File: src/rtl/adder_pkg.sv
// Shared types for the digit-serial adder.
// The digit count and index width depend on the instance parameters, so they are derived in the top module.
package adder_pkg;

    typedef enum logic [1:0] {
        IDLE,
        RUN,
        DONE
    } adder_state_t;

endpackage

File: src/rtl/adder_slice.sv
// Combinational K-bit adder digit: sum, carry out, and carry into the MSB.
// The carry into the MSB feeds the signed overflow detection on the last digit.
module adder_slice #(
    parameter int K = 8
) (
    input  logic [K-1:0] a,
    input  logic [K-1:0] b,
    input  logic         cin,
    output logic [K-1:0] sum,
    output logic         cout,
    output logic         carry_msb
);

    logic [K:0] full;

    // The extra top bit keeps the digit carry, so nothing is lost between digits.
    assign full      = {1'b0, a} + {1'b0, b} + {{K{1'b0}}, cin};
    assign sum       = full[K-1:0];
    assign cout      = full[K];
    assign carry_msb = sum[K-1] ^ a[K-1] ^ b[K-1];

endmodule

File: src/rtl/digit_serial_adder.sv
// Digit-serial adder/subtractor: one K-bit digit per clock, LSB digit first.
// One adder_slice is reused for every digit; valid/ready handshakes sit on both sides.
module digit_serial_adder
    import adder_pkg::*;
#(
    parameter int N = 32,
    parameter int K = 8
) (
    input  logic         clk,
    input  logic         rst_n,
    input  logic         in_valid,
    output logic         in_ready,
    input  logic [N-1:0] a,
    input  logic [N-1:0] b,
    input  logic         cin,
    input  logic         sub,
    output logic         out_valid,
    input  logic         out_ready,
    output logic [N-1:0] sum,
    output logic         cout,
    output logic         ovf
);

    localparam int D    = (K >= 1) ? N / K : 1;
    localparam int IDXW = (D > 1) ? $clog2(D) : 1;
    localparam logic [IDXW-1:0] LAST = IDXW'(D - 1);

    if (K < 1) begin : g_bad_k
        $error("digit_serial_adder: K must be at least 1");
    end else if (N % K != 0) begin : g_bad_nk
        $error("digit_serial_adder: N must be a multiple of K");
    end

    adder_state_t    state;
    adder_state_t    next_state;
    logic [N-1:0]    a_reg;
    logic [N-1:0]    b_reg;
    logic            carry;
    logic [IDXW-1:0] idx;

    logic [K-1:0]    digit_a;
    logic [K-1:0]    digit_b;
    logic [K-1:0]    digit_sum;
    logic            digit_cout;
    logic            digit_carry_msb;

    assign digit_a = a_reg[idx*K +: K];
    assign digit_b = b_reg[idx*K +: K];

    adder_slice #(.K(K)) u_slice (
        .a         (digit_a),
        .b         (digit_b),
        .cin       (carry),
        .sum       (digit_sum),
        .cout      (digit_cout),
        .carry_msb (digit_carry_msb)
    );

    always_ff @(posedge clk or negedge rst_n) begin
        if (!rst_n) begin
            state <= IDLE;
        end else begin
            state <= next_state;
        end
    end

    always_comb begin
        next_state = state;
        in_ready   = 1'b0;
        out_valid  = 1'b0;
        unique case (state)
            IDLE: begin
                in_ready = 1'b1;
                if (in_valid) begin
                    next_state = RUN;
                end
            end
            RUN: begin
                if (idx == LAST) begin
                    next_state = DONE;
                end
            end
            DONE: begin
                out_valid = 1'b1;
                if (out_ready) begin
                    next_state = IDLE;
                end
            end
            default: next_state = IDLE;
        endcase
    end

    // Subtraction is a + ~b + ~cin, so inversion happens once at capture time.
    always_ff @(posedge clk or negedge rst_n) begin
        if (!rst_n) begin
            a_reg <= '0;
            b_reg <= '0;
            carry <= 1'b0;
            idx   <= '0;
            sum   <= '0;
            cout  <= 1'b0;
            ovf   <= 1'b0;
        end else begin
            unique case (state)
                IDLE: begin
                    if (in_valid) begin
                        a_reg <= a;
                        b_reg <= sub ? ~b : b;
                        carry <= sub ? ~cin : cin;
                        idx   <= '0;
                    end
                end
                RUN: begin
                    sum[idx*K +: K] <= digit_sum;
                    carry           <= digit_cout;
                    if (idx == LAST) begin
                        idx  <= '0;
                        cout <= digit_cout;
                        ovf  <= digit_carry_msb ^ digit_cout;
                    end else begin
                        idx <= idx + 1'b1;
                    end
                end
                default: ;
            endcase
        end
    end

endmodule

File: config.mk
export PLATFORM = sky130hd
export DESIGN_NAME = digit_serial_adder
export DESIGN_NICKNAME = d
export VERILOG_FILES = /design/src/rtl/adder_pkg.sv /design/src/rtl/adder_slice.sv /design/src/rtl/digit_serial_adder.sv
export SDC_FILE = /design/constraint.sdc
export NUM_CORES = 1
export LEC_CHECK = 0
export ABC_AREA = 1
export CAP_MARGIN = 20
export CELL_PAD_IN_SITES_DETAIL_PLACEMENT = 1
export CELL_PAD_IN_SITES_GLOBAL_PLACEMENT = 2
export CORE_MARGIN = 2
export CORE_UTILIZATION = 30
export DETAILED_ROUTE_END_ITERATION = 12
export PLACE_DENSITY_LB_ADDON = 0.08
export SYNTH_ARGS = -nofsm -noshare
export SYNTH_HDL_FRONTEND = slang
export SYNTH_SLANG_ARGS = --single-unit
export TNS_END_PERCENT = 100
File: constraint.sdc
create_clock -name clk -period 3.2 [get_ports clk]
set_input_delay 0.64 -clock clk [delete_from_list [all_inputs] [get_ports clk]]
set_output_delay 0.64 -clock clk [all_outputs]
set_load 0.02 [all_outputs]
# [Word level (Yosys, flattened, before mapping)]
# Index checks and enable logic that the tools add are counted.
[classes] bitwise=5 n_shift=4 div_mod_pow=0 order_cmp=0 reduce_logical=6 n_mul=0 eq_ne=6 mux=14 add_sub_neg=4
[ops] op="32-bit by 6-bit variable part select with 8-bit output" n=2
[ops] op="5-bit negation with 34-bit output" n=1
[ops] op="8-bit by 34-bit variable shift with 32-bit output (first input constant)" n=1
[ops] op="8-bit by 34-bit variable part select with 32-bit output" n=1
[ops] op="32-bit bitwise mux" n=1
[ops] op="32-bit two-way mux" n=1
[ops] op="32-bit NOT" n=1
[ops] op="2-bit two-way mux" n=5
[ops] op="8-bit by 8-bit adder with 9-bit output" n=1
[ops] op="9-bit by 1-bit adder with 9-bit output" n=1
[ops] op="2-bit inequality test (second input constant)" n=3
[ops] op="2-bit one-hot mux with 3 select lines" n=1
[ops] op="2-bit AND reduction" n=3
[ops] op="2-bit equality test (second input constant)" n=2
[ops] op="1-bit two-way mux" n=4
[ops] op="2-bit one-hot mux with 2 select lines" n=1
[ops] op="3-bit AND reduction" n=1
[ops] op="1-bit XOR" n=3
[ops] op="2-bit by 1-bit adder with 2-bit output (second input constant)" n=1
[ops] op="2-bit by 1-bit equality test with 1-bit output (second input constant)" n=1
[ops] op="2-bit zero test" n=1
[ops] op="1-bit one-hot mux with 2 select lines" n=1
[ops] op="2-bit nonzero test" n=1
[ops] op="1-bit NOT" n=1
[word_totals] input_bits=70 latchBits=0 reg_bits=103 output_inout_bits=36 n_memories=0 mem_bits_ro=0 ramBits=0 elab_cells=47

# [Longest topological paths before layout]
[depth] depth_word=6 depth_mapped=18 ltp_nobuf=16

# [By module]
# A second synthesis with hierarchy kept.
[unflattened] cells_unflattened=660 hier_area_um2=5338.9
[modules_own_cells] mod="digit_serial_adder" area_per_inst_um2=4959.8 instances=1 cells_per_inst=604 seq_area_each_um2=2577.5
[modules_own_cells] mod="adder_slice" area_per_inst_um2=379.1 instances=1 cells_per_inst=56 seq_area_each_um2=0.0

# [Least setup slack after synthesis]
# OpenSTA, ideal clock, no wires.
[synth_timing] path_type="reg-to-reg" startpoint="register idx[0]" endpoint="register sum[14]" synth_period_minus_slack_ns=2.705 setup_ns=0.065 n_path_buf=3 slack_ns=0.495 required_time_ns=3.135 t_arrival_ns=2.640 stages_incl_launch_ff=18 path_cell_list="dfrtp_1 -> buf_6 -> inv_4 -> buf_8 -> clkbuf_1 -> o21ai_0 -> o22ai_1 -> fa_1 -> inv_1 -> fa_1 -> inv_1 -> nand4_1 -> nand3_1 -> xor2_1 -> nand2_1 -> nor2_1 -> nand2_1 -> nand2_1"
[synth_via] elab_chain_cells=5 word_cells_on_any_way=8 classes_between="add/sub (3); shift (4); mux (1)"
[synth_rtl] item="from (decl)" line="digit_serial_adder.sv:39" text="logic [IDXW-1:0] idx;"
[synth_rtl] item="from (signal assigned)" line="digit_serial_adder.sv:121" text="idx <= idx + 1'b1;"
[synth_rtl] item="32-bit by 6-bit variable part select with 8-bit output (on tied branches)" line="digit_serial_adder.sv:47, digit_serial_adder.sv:48"
[synth_rtl] item="8-bit by 8-bit adder with 9-bit output" line="adder_slice.sv:17" text="assign full = {1'b0, a} + {1'b0, b} + {{K{1'b0}}, cin};"
[synth_rtl] item="9-bit by 1-bit adder with 9-bit output" line="adder_slice.sv:17"
[synth_rtl] item="8-bit by 34-bit variable part select with 32-bit output" line="digit_serial_adder.sv:114" text="sum[idx*K +: K] <= digit_sum;"
[synth_rtl] item="32-bit bitwise mux *" line="digit_serial_adder.sv:114"
[synth_rtl] item="to (signal, indexed assignment)" line="digit_serial_adder.sv:114"
[synth_rtl] item="to (decl)" line="digit_serial_adder.sv:19" text="output logic [N-1:0] sum,"
# Mark *: on every way between the ends. The rest lies on a longest branch, timed or not.
# A chain may end at the register's enable or synchronous reset.

# [Worst setup path in the final report]
[layout_timing] startpoint="register idx[0]" endpoint="register sum[30]"
# The elaborated chain is that of the path after synthesis.

==> results.yml <==
clock_tree:
  clk_latency_ns: 0.36
  tritoncts: "done"
  cts_setup_buffers: 0
  cts_root_buf: "clkbuf_16"
  ctsLongestPathBuffers: 2
  h-tree-depth: 3
  cts.sinks: 103
  path_clk_slew_ns: 0.08
  cts_hold_buf: 0
  numCtsBuffers: 9
  post_cts_resized: 0
global_routing:
  grt_pass1_wl_um: 25320
  antenna_found_initial: 0
  grtUsageMet2_pct: 30.03
  busiest_layer: "met2"
  met3_usage_pct: 3.148
  overflow: 0
  grt_start_max_net_pins: 99
  grtUsageTotal_pct: 17.74
  grt_pass1_vias: 4833
  groute.layer.met1.usage_pct: 23.06
pwr:
  p_leak_nw: 3.154
  p_per_area_mw_per_mm2: 1150
  ir_drop_v: 0.0004112
worst_setup_path:
  cp.required_ns: 3.50
  rr_startpoint: "idx[0]"
  arrival_ns: 3.16
  rrSetupSlack_ns: 0.34
  cp_max_fo: 27
  worstRegToRegCells: 14
  path_class: "flip-flop to flip-flop"
  startpoint_type: "flip-flop"
  r2r-end: "sum[30]"
  critPathCaptureType: "flip-flop"
cells_and_area:
  fillers: 2081
  area_growth_pct: 29.65
  drive_above_1_share_pct: 7.123
  antenna_cells: 0
  final_cell_area_sq_mm: 0.006862
  nets: 811
floorplanning:
  core_sq_mm: 0.01730
  die-area_sq_mm: 0.01872
  die_w_um: 136.8
  boundaryPins: 106
  row_count: 48
  start_util_pct: 30.60
  die_y_um: 136.8
sta:
  rsz0062_at_grt: "false"
  final.setup.tns_ns: 0
  drv_slew: 0
  worst_pin_slew_ns: 0.6643
  period_minus_slack_ns: 2.860
  timing_hold_violations_final: 0
  fin_worst_skew_ns: 0.01173
  slew-limit-headroom_pct: 55.71
  whs_ns: 0.3107
  final-setup-viol-count: 0
  max_freq_mhz: 349.6
  fin_crit_sh_pct: 89.38
synthesis:
  syn_avg_cell_area_sq_um: 8.401
  syn_inst: 630
  synth_top_area_share_pct: 48.70
  syn_area_sq_mm: 0.005293
  synthArstFlopShare_pct: 100.0
  synth.distinct_cells: 37
  yosys.area.top_type: "dfrtp_1"
  synth.net_count: 715
  synth_seq_cells: 103
  synth.most_common_cell: "nand2_1"
  yosys-top-cells-count: "nand2_1, dfrtp_1, o21ai_0"
  synth.area.top_cells: "dfrtp_1, nand2_1, o21ai_0"
  yosysWarnings: 0
  synth_edf_count: 0
  synth_top_flop_cell: "dfrtp_1"
  ys_seq_area_share_pct: 48.70
place:
  dp_hpwl_um: 11600
  place_area_sq_mm: 0.006565
  gp_congestion: 0.8160
  io_buffers: 105
route:
  viasPerCell: 4.651
  drt-initial-drc-count: 143
  wirelength_um: 15290
  drc: 0
  wl_per_cell_um: 16.01
  vias: 4442
  drtAntennaViolNets: 0
  dr.pass1.iters: 4
job:
  max_cap_viol_count: 0
status:
  status: "finished clean"
hold_path:
  hold_path_class: "input port to async pin"
[power breakdown]
part	switching [W]	total (W)	leakage [nW]	internal (W)
combinational	0.00292	0.00454	1.69	0.00161
clock	0.000503	0.00113	0.138	0.000627
sequential	0.000363	0.00222	1.32	0.00186
[through the flow]
step / power (W) / std cells / utilization, % / worst slack, ns
6_report: 0.007890 / 955 / 39.67 / 0.3398
2_1_floorplan: 0.005255 / 630 / - / 0.4947
3_3_place_gp: 0.006797 / 940 / 37.96 / 0.5033
3_5_place_dp: 0.006898 / 940 / 37.96 / 0.3730
4_1_cts: 0.008058 / 955 / 39.67 / 0.3156
5_1_grt: 0.008702 / 955 / 39.67 / 0.03780
[how the worst max path moves through the flow]
stage / startpoint / to / slack [ns] / depth (start not counted)
4_1_cts: idx[0] / sum[30] / 0.32 / 14
6_report: idx[0] / sum[30] / 0.34 / 14
3_5_place_dp: idx[0] / sum[30] / 0.37 / 14
5_1_grt: idx[0] / sum[30] / 0.04 / 14
2_1_floorplan: idx[0] / sum[14] / 0.49 / 17
3_3_place_gp: idx[0] / sum[14] / 0.50 / 14
[cell families after synthesis]
logic type	synth area share (%)
and+or+nand+nor	23.07
AOI/OAI and AO/OA	12.51
DFF	48.70
buffers and inverters	5.603
xor gates and xnor gates	6.288
adders and majority gates	3.830
[cells in the final DEF (no fill, tap or decap), types with 2 or more instances in the layout]
master / count
nand2_1: 215
dfrtp_1: 103
clkdlybuf4s50_1: 103
o21ai_0: 83
xnor2_1: 37
nor2_1: 36
inv_1: 28
nand3_1: 19
ha_1: 13
o22ai_1: 12
buf_4: 11
nand2_2: 9
clkbuf_16: 9
a21oi_1: 6
o31ai_1: 6
nand2_4: 4
inv_2: 3
a22o_1: 3
a32oi_1: 2
nor2_4: 2
nand4_1: 2
o31ai_2: 2
fa_1: 2
clkinvlp_4: 2
buf_12: 2
[worst max-delay path: stages (launching register included)]
cell and delay [ns]:
dfrtp_1 0.44, buf_4 0.32, o21ai_0 0.17, o22ai_1 0.22
fa_1 0.23, inv_1 0.06, fa_1 0.39, inv_1 0.09
nand4_1 0.10, nand3_1 0.14, xor2_1 0.22, nand2_1 0.11
nor2_1 0.15, nand2_1 0.08, nand2_1 0.08
[per-layer routing]
metal  wire (um)  vias up
met3         483       13
met1        7344     2127
met5           0        -
met4         242        0
met2        7217       76
li1            -     2226
[final cells by class]
type                       instances  area, sq um  share of cell area [%]
clock buffer                      11        242.7                   3.538
inverter                          33        126.4                   1.842
tap                              225        281.5                   4.103
multi-input combinational        462         2421                   35.28
clock inverter                     4        53.80                  0.7841
timing repair buffer             117         1159                   16.89
sequential                       103         2577                   37.56
No activity file was read; power rests on OpenSTA's default activity.
